**config.mk**
```make
export PLATFORM = sky130hd
export DESIGN_NAME = uart_rx_device
export DESIGN_NICKNAME = d
export VERILOG_FILES = /design/src/rtl/uart_rx_device.sv
export SDC_FILE = /design/constraint.sdc
export NUM_CORES = 1
export LEC_CHECK = 0
export ABC_AREA = 1
export ABC_CLOCK_PERIOD_IN_PS = 5400
export CORE_MARGIN = 1
export CORE_UTILIZATION = 45
export DETAILED_ROUTE_END_ITERATION = 10
export PLACE_DENSITY = 0.65
export SLEW_MARGIN = 20
export SYNTH_ARGS = -nofsm -noshare
export SYNTH_HDL_FRONTEND = slang
export SYNTH_SLANG_ARGS = --single-unit
```
**constraint.sdc**
```tcl
create_clock -name clk -period 5.4 [get_ports clk]
set_input_delay 0.81 -clock clk [delete_from_list [all_inputs] [get_ports clk]]
set_output_delay 0.81 -clock clk [all_outputs]
set_load 0.02 [all_outputs]
```
**src/rtl/uart_rx_device.sv**
```systemverilog
// UART receiver with a 4-entry receive FIFO and a small CPU register interface.
//   0x01 read : FIFO head (read strobe pops one entry)
//   0x02 read : status {5'b0, overrun, frame_err, data_avail}
//   0x02 write: clears overrun and frame_err
module uart_rx_device #(
    parameter int CLKS_PER_BIT = 8,
    parameter int FIFO_DEPTH   = 4
) (
    input  logic       clk,
    input  logic       reset,
    input  logic       rx,
    input  logic       enable,
    input  logic [7:0] address,
    input  logic       write,
    input  logic       read,
    input  logic [7:0] dbus_in,
    output logic [7:0] dbus_out
);

    localparam int CW = $clog2(CLKS_PER_BIT);
    localparam logic [CW-1:0] HALF_LAST = CW'(CLKS_PER_BIT / 2 - 1);
    localparam logic [CW-1:0] FULL_LAST = CW'(CLKS_PER_BIT - 1);
    localparam logic [2:0]    FIFO_FULL = 3'(FIFO_DEPTH);

    typedef enum logic [2:0] {
        IDLE,
        START,
        DATA,
        STOP,
        RECOVER
    } state_t;

    state_t        state, state_nxt;
    logic [CW-1:0] cnt, cnt_nxt;
    logic [2:0]    bit_idx, bit_idx_nxt;
    logic [7:0]    shreg, shreg_nxt;
    logic          push, ferr_set;

    logic          rx_meta, rx_s;

    logic [7:0]    mem [FIFO_DEPTH];
    logic [1:0]    wr_ptr, rd_ptr;
    logic [2:0]    count;
    logic          overrun, frame_err;
    logic          pop, full, do_push, ovr_set, flag_clr;

    // Write data carries no information: any write to 0x02 clears flags.
    logic          unused_dbus_in;
    assign unused_dbus_in = ^dbus_in;

    // Two-flop synchronizer for the asynchronous serial line (idles high).
    always_ff @(posedge clk) begin
        if (reset) begin
            rx_meta <= 1'b1;
            rx_s    <= 1'b1;
        end else begin
            rx_meta <= rx;
            rx_s    <= rx_meta;
        end
    end

    // Frame FSM state, bit-timing counter, bit index and shift register.
    always_ff @(posedge clk) begin
        if (reset) begin
            state   <= IDLE;
            cnt     <= '0;
            bit_idx <= '0;
            shreg   <= '0;
        end else begin
            state   <= state_nxt;
            cnt     <= cnt_nxt;
            bit_idx <= bit_idx_nxt;
            shreg   <= shreg_nxt;
        end
    end

    // Frame FSM next state: start at half-bit, data/stop at full-bit intervals.
    always_comb begin
        state_nxt   = state;
        cnt_nxt     = cnt;
        bit_idx_nxt = bit_idx;
        shreg_nxt   = shreg;
        push        = 1'b0;
        ferr_set    = 1'b0;
        case (state)
            IDLE: begin
                if (!rx_s) begin
                    state_nxt = START;
                    cnt_nxt   = '0;
                end
            end
            START: begin
                if (cnt == HALF_LAST) begin
                    cnt_nxt = '0;
                    if (!rx_s) begin
                        state_nxt   = DATA;
                        bit_idx_nxt = '0;
                    end else begin
                        state_nxt = IDLE;
                    end
                end else begin
                    cnt_nxt = cnt + CW'(1);
                end
            end
            DATA: begin
                if (cnt == FULL_LAST) begin
                    cnt_nxt     = '0;
                    shreg_nxt   = {rx_s, shreg[7:1]};
                    bit_idx_nxt = bit_idx + 3'd1;
                    if (bit_idx == 3'd7) begin
                        state_nxt = STOP;
                    end
                end else begin
                    cnt_nxt = cnt + CW'(1);
                end
            end
            STOP: begin
                if (cnt == FULL_LAST) begin
                    cnt_nxt = '0;
                    if (rx_s) begin
                        push      = 1'b1;
                        state_nxt = IDLE;
                    end else begin
                        ferr_set  = 1'b1;
                        state_nxt = RECOVER;
                    end
                end else begin
                    cnt_nxt = cnt + CW'(1);
                end
            end
            RECOVER: begin
                if (rx_s) begin
                    state_nxt = IDLE;
                end
            end
            default: state_nxt = IDLE;
        endcase
    end

    assign pop      = enable && read && (address == 8'h01) && (count != 3'd0);
    assign full     = (count == FIFO_FULL);
    // A pop frees the slot in the same cycle, so a full FIFO still accepts.
    assign do_push  = push && (!full || pop);
    assign ovr_set  = push && full && !pop;
    assign flag_clr = enable && write && (address == 8'h02);

    // FIFO storage; contents are qualified by count, so no reset needed.
    always_ff @(posedge clk) begin
        if (do_push) begin
            mem[wr_ptr] <= shreg;
        end
    end

    // FIFO pointers, occupancy and sticky error flags (set beats clear).
    always_ff @(posedge clk) begin
        if (reset) begin
            wr_ptr    <= '0;
            rd_ptr    <= '0;
            count     <= '0;
            overrun   <= 1'b0;
            frame_err <= 1'b0;
        end else begin
            if (do_push) wr_ptr <= wr_ptr + 2'd1;
            if (pop)     rd_ptr <= rd_ptr + 2'd1;
            case ({do_push, pop})
                2'b10:   count <= count + 3'd1;
                2'b01:   count <= count - 3'd1;
                default: count <= count;
            endcase
            if (ovr_set)       overrun <= 1'b1;
            else if (flag_clr) overrun <= 1'b0;
            if (ferr_set)      frame_err <= 1'b1;
            else if (flag_clr) frame_err <= 1'b0;
        end
    end

    // Combinational register read decode.
    always_comb begin
        dbus_out = '0;
        if (enable) begin
            case (address)
                8'h01:   dbus_out = (count != 3'd0) ? mem[rd_ptr] : 8'h00;
                8'h02:   dbus_out = {5'b0, overrun, frame_err, (count != 3'd0)};
                default: dbus_out = '0;
            endcase
        end
    end

endmodule

```
* Word level (Yosys, flattened, before mapping)
Memory sizes are Yosys's and may differ from the RTL's. A register that Yosys moved wholly into a read port is not among the register bits.
Cells that the tools add are included.
** Word-level totals
- Bits in writable memories :: 32
- Memory bits (read-only) :: 0
- Memories kept :: 1
- Output and inout port bits :: 8
- Bits in latches :: 0
- Register bits :: 28
** Cells by class
- Muxes and demuxes :: 33
- Order comparisons :: 0
- Bitwise gates (word level) :: 0
- Shift operators :: 0
- Reductions and logical operators :: 23
- Divide/modulo/power cells :: 0
- $add $sub $neg :: 6
- Eq/ne operators :: 19
- $mul :: 0
** Memory list
- mem :: depth 4, width 8, rd ports 1, clocked after Yosys merged registers in 1, write ports 1, line 41 : logic [7:0] mem [FIFO_DEPTH];
** Operators by type and width (count)
- $mux W3 :: 12
- $mux W8 :: 2
- $pmux W8 S2 :: 1
- $pmux W3 S5 :: 1
- $ne A2 B2 Y1 const B :: 7
- $eq A3 B3 Y1 const B :: 4
- $pmux W3 S2 :: 2
- $mux W1 :: 11
- $add A3 B1 Y3 const B :: 3
- $eq A3 B2 Y1 const B :: 3
- $pmux W3 S3 :: 1
- $eq A8 B1 Y1 const B :: 1
- $eq A8 B2 Y1 const B :: 1
- $logic_and A1 B1 Y1 :: 8
- $reduce_bool A2 Y1 :: 4
- $mux W2 :: 3
- $reduce_and A6 Y1 :: 1
- $reduce_bool A3 Y1 :: 2
- $add A2 B1 Y2 const B :: 2
- $reduce_and A2 Y1 :: 2
- $reduce_and A4 Y1 :: 1
- $eq A3 B1 Y1 const B :: 1
- $logic_not A3 Y1 :: 1
- $sub A3 B1 Y3 const B :: 1
- other kinds (5) :: 6

* Depth between registers and ports, before layout
- Word-level depth :: 7
- Depth in mapped cells :: 13

* Worst setup path after synthesis
No wires, ideal clock.
- Kind :: input to output
- From :: input port address[7]
- To :: output port dbus_out[3]
- Stages :: 7
- Path slack :: 2664 ps
- Required time :: 4590 ps
- Data arrival time :: 1926 ps
- Path through :: nor2_1 nand2_1 inv_1 nand2_1 nor2_1 inv_1 a221oi_1
** On the way
- Word-level cells in the longest chain between the ends :: 3
** Ends and longest elaborated chain
- from (decl) :: line 13 : input logic [7:0] address,
- $eq A8 B2 Y1 or $eq A8 B1 Y1 (tied branches) :: line 181 : case (address)
- $pmux W8 S2 * :: line 181
- $mux W8 * :: line 180 : if (enable) begin
- to (decl) :: line 17 : output logic [7:0] dbus_out
Mark *: on every way between the ends. The rest lies on a longest branch, timed or not.

* Final worst setup path
Same ends and word-level chain as after synthesis.

==> metrics.md <==
| Metric | Value |
|---|---|
| Synthesized area | 2768 sq um |
| Non-Filler Instances | 404 |
| Root buf cell | clkbuf_8 |
| CP Launch Type | input port |
| Core footprint | 5921 sq um |
| Crit path max fanout | 6 |
| Layout cells sized above 1 | 0.1064 |
| CP Cell Sequence | clkdlybuf4s50_1 -> nor2_1 -> nand2_1 -> inv_1 -> nand2_1 -> nor2_1 -> inv_1 -> a221oi_1 -> clkdlybuf4s50_1 |
| Pre-antenna DRT Iters | 4 |
| Post-route minimum period | 3644 ps |
| Total of max-cap violations | 0 |
| Post_cts resized | 0 |
| Slew Limit Fails | 0 |
| Worst min-delay path class | flip-flop to flip-flop |
| DR iter-0 viols | 105 |
| Synthesis-to-finish area growth | 16.59% |
| Fin Hold WS | 412.9 ps |
| Vias in the first global route | 1839 |
| Die area | 6468 sq um |
| Kind of critical path | input port to output pin |
| Die Ht | 80.43 um |
| Initial Utilization | 0.4675 |
| # IOs | 30 |
| Worst VDD drop | 0.3045 mV |
| Top cells by area, synth | edfxtp_1 (35%), dfxtp_1 (22%), nor2_1 (8.7%), ha_1 (4.5%), o21ai_0 (4.2%) |
| Final worst setup slack | 1756 ps |
| Largest stage delay, worst path | 640 ps |
| Vias post-DR | 2016 |
| # setup viols final | 0 |
| Arrival @ worst endpoint | 2830 ps |
| Vias per inst | 4.990 |
| Syn Nets | 331 |
| Dpl cells | 388 |
| Leakage power total | 1.246 nW |
| Port bufs | 21 |
| GRT Util Overall | 0.1769 |
| WP data required | 4590 ps |
| CTS clk-pin slew, worst paths | 70 ps |
| Total power | 1.030 mW |
| Measured slew at the worst slew-check pin | 816.2 ps |
| Post CTS Setup Buffer Count | 0 |
| Max Freq | 274.4 MHz |
| Critical Path Sink Type | output pin |
| Final Hold Violating Endpoints | 0 |
| DR DRC count | 0 |
| Diode count | 0 |
| Seq/Total Area, Yosys | 0.5642 |
| Nets | 357 |
| Largest net degree at the start of global routing | 18 |
| Yosys top cell area share | 0.3472 |
| Synth Instances | 298 |
| Synth cell types | 36 |
| CTS Buffer Depth | 2 |
| Routed Antenna Nets | 0 |
| DIE WIDTH | 80.43 um |
| RePlAce Congestion | 0.7734 |
| Status | complete, no violations |
| Dpl hpwl | 3.553 mm |
| Ys Warns | 0 |
| Power Dens Cells | 319.3 nW/um^2 |
| Initial antenna violation count | 0 |
| Worst skew pair latency | 330 ps |
| Fin crit share | 0.6748 |
| Routed len/inst | 12.77 um |
| Inserted Clock Buffers | 9 |
| First-pass GRT wire length | 8.376 mm |
| Area leader, netlist | edfxtp_1 |
| Grt ovf | 0 |
| Cell row count | 28 |
| Mapped Avg Cell Area | 9.287 sq um |
| CTS sink cnt | 62 |
| TritonCTS clock tree | built |
| Drt total wl | 5.160 mm |
| Clock skew | 9.099 ps |
| CP max stage cell | clkdlybuf4s50_1 |
| CTS Hold Bufs | 0 |
| Fin Setup TNS | 0 ps |
| H-tree levels | 3 |
| Yosys reg bits | 62 |
| Post-place setup slack | 1713 ps |
| Slew HR | 0.4539 |
| RSZ-0062 raised after global routing | false |
## sequential cells by signal (all words and copies together) (netlist names), named ones only
signal and cells:
rd_ptr 2, overrun 1, cnt 3, mem 32
rx_meta 1, bit_idx 3, state 3, shreg 8
count 3, wr_ptr 2, frame_err 1, rx_s 1
## cell usage in the layout (no fill, tap or decap), types with 4 or more instances in the layout
master            n
clkbuf_8          9
a21oi_1          21
inv_1            30
o21ai_1           5
nor2_1           64
nand2_1          28
nand4_1           4
o21ai_0          23
nor2_2            5
ha_1             10
nand3_1           7
dfxtp_1          30
clkdlybuf4s50_1  21
clkinv_1          6
inv_2             4
edfxtp_1         32
## stage by stage
stage                     utilization  cell area [sq um]
after floorplan                     -               2768
after global placement         0.5146               3047
after detailed placement       0.5146               3047
after CTS                      0.5450               3227
after global routing           0.5450               3227
final                          0.5450               3227
## area by class of cell
cell class | instances | area (sq um)
fillers | 521 | 2694
repair buffers | 21 | 210.2
multi-input cells | 193 | 1040
clock inverters | 6 | 52.55
flip-flops and latches | 62 | 1562
inverters | 37 | 141.4
well taps | 75 | 93.84
clock buffers | 10 | 127.6
## path summary, 6_finish.rpt
check	from	end	slack, ps	depth (start not counted)
worst max register to register	cnt[0]	mem[3][2]	3120	6
worst min-delay path	rx_meta	rx_s	410	1
worst max-delay path	address[7]	dbus_out[3]	1760	9
worst min register to register	rx_meta	rx_s	410	1
## report_power, final
| part | internal [mW] | switching, mW |
|---|---|---|
| logic | 0.0486 | 0.0870 |
| registers | 0.504 | 0.0162 |
| clock network | 0.207 | 0.168 |
## per-layer routing
layer | track usage | wire, um | vias to the layer above
met5 | 0 | 0 | -
met2 | 0.2856 | 2346 | 38
met1 | 0.2200 | 2517 | 918
li1 | - | - | 1049
met3 | 0.03409 | 184 | 11
met4 | 0.1018 | 113 | 0
## kinds of logic (layout without fill, tap and decap cells)
kind of cell	after synthesis	in the layout	share of synthesized area
DFF	62	62	0.5642
AOI/OAI and AO/OA	63	63	0.1307
buffers and inverters	43	74	0.06013
and+or+nand+nor	119	119	0.1926
adders and majority gates	11	11	0.05244
## critical path: cells and delay by family
kind	cells	cell delay, ps
simple gates	4	450
compound gates	1	240
buf+inv	4	1320
## cells in the mapped netlist
cell	n
edfxtp_1	32
o21ai_1	5
nand4_2	1
inv_2	4
nor2_1	64
a211oi_1	1
ha_1	10
fa_1	1
a21oi_2	1
nor3_2	1
o21a_1	3
a21oi_1	21
a22o_1	1
buf_2	2
buf_1	1
o22ai_1	2
a221oi_1	1
clkbuf_1	3
o21ai_0	23
a41oi_1	1
o211ai_2	1
nand3_1	7
a32o_1	1
nand3_2	2
nand2_1	28
nand2_2	3
inv_4	1
o21ai_2	1
inv_1	30
dfxtp_1	30
nor2_2	5
nand4_1	4
nor2_4	2
clkinv_1	2
or2_2	2
a22oi_1	1
Power figures use the tool's default switching activity.
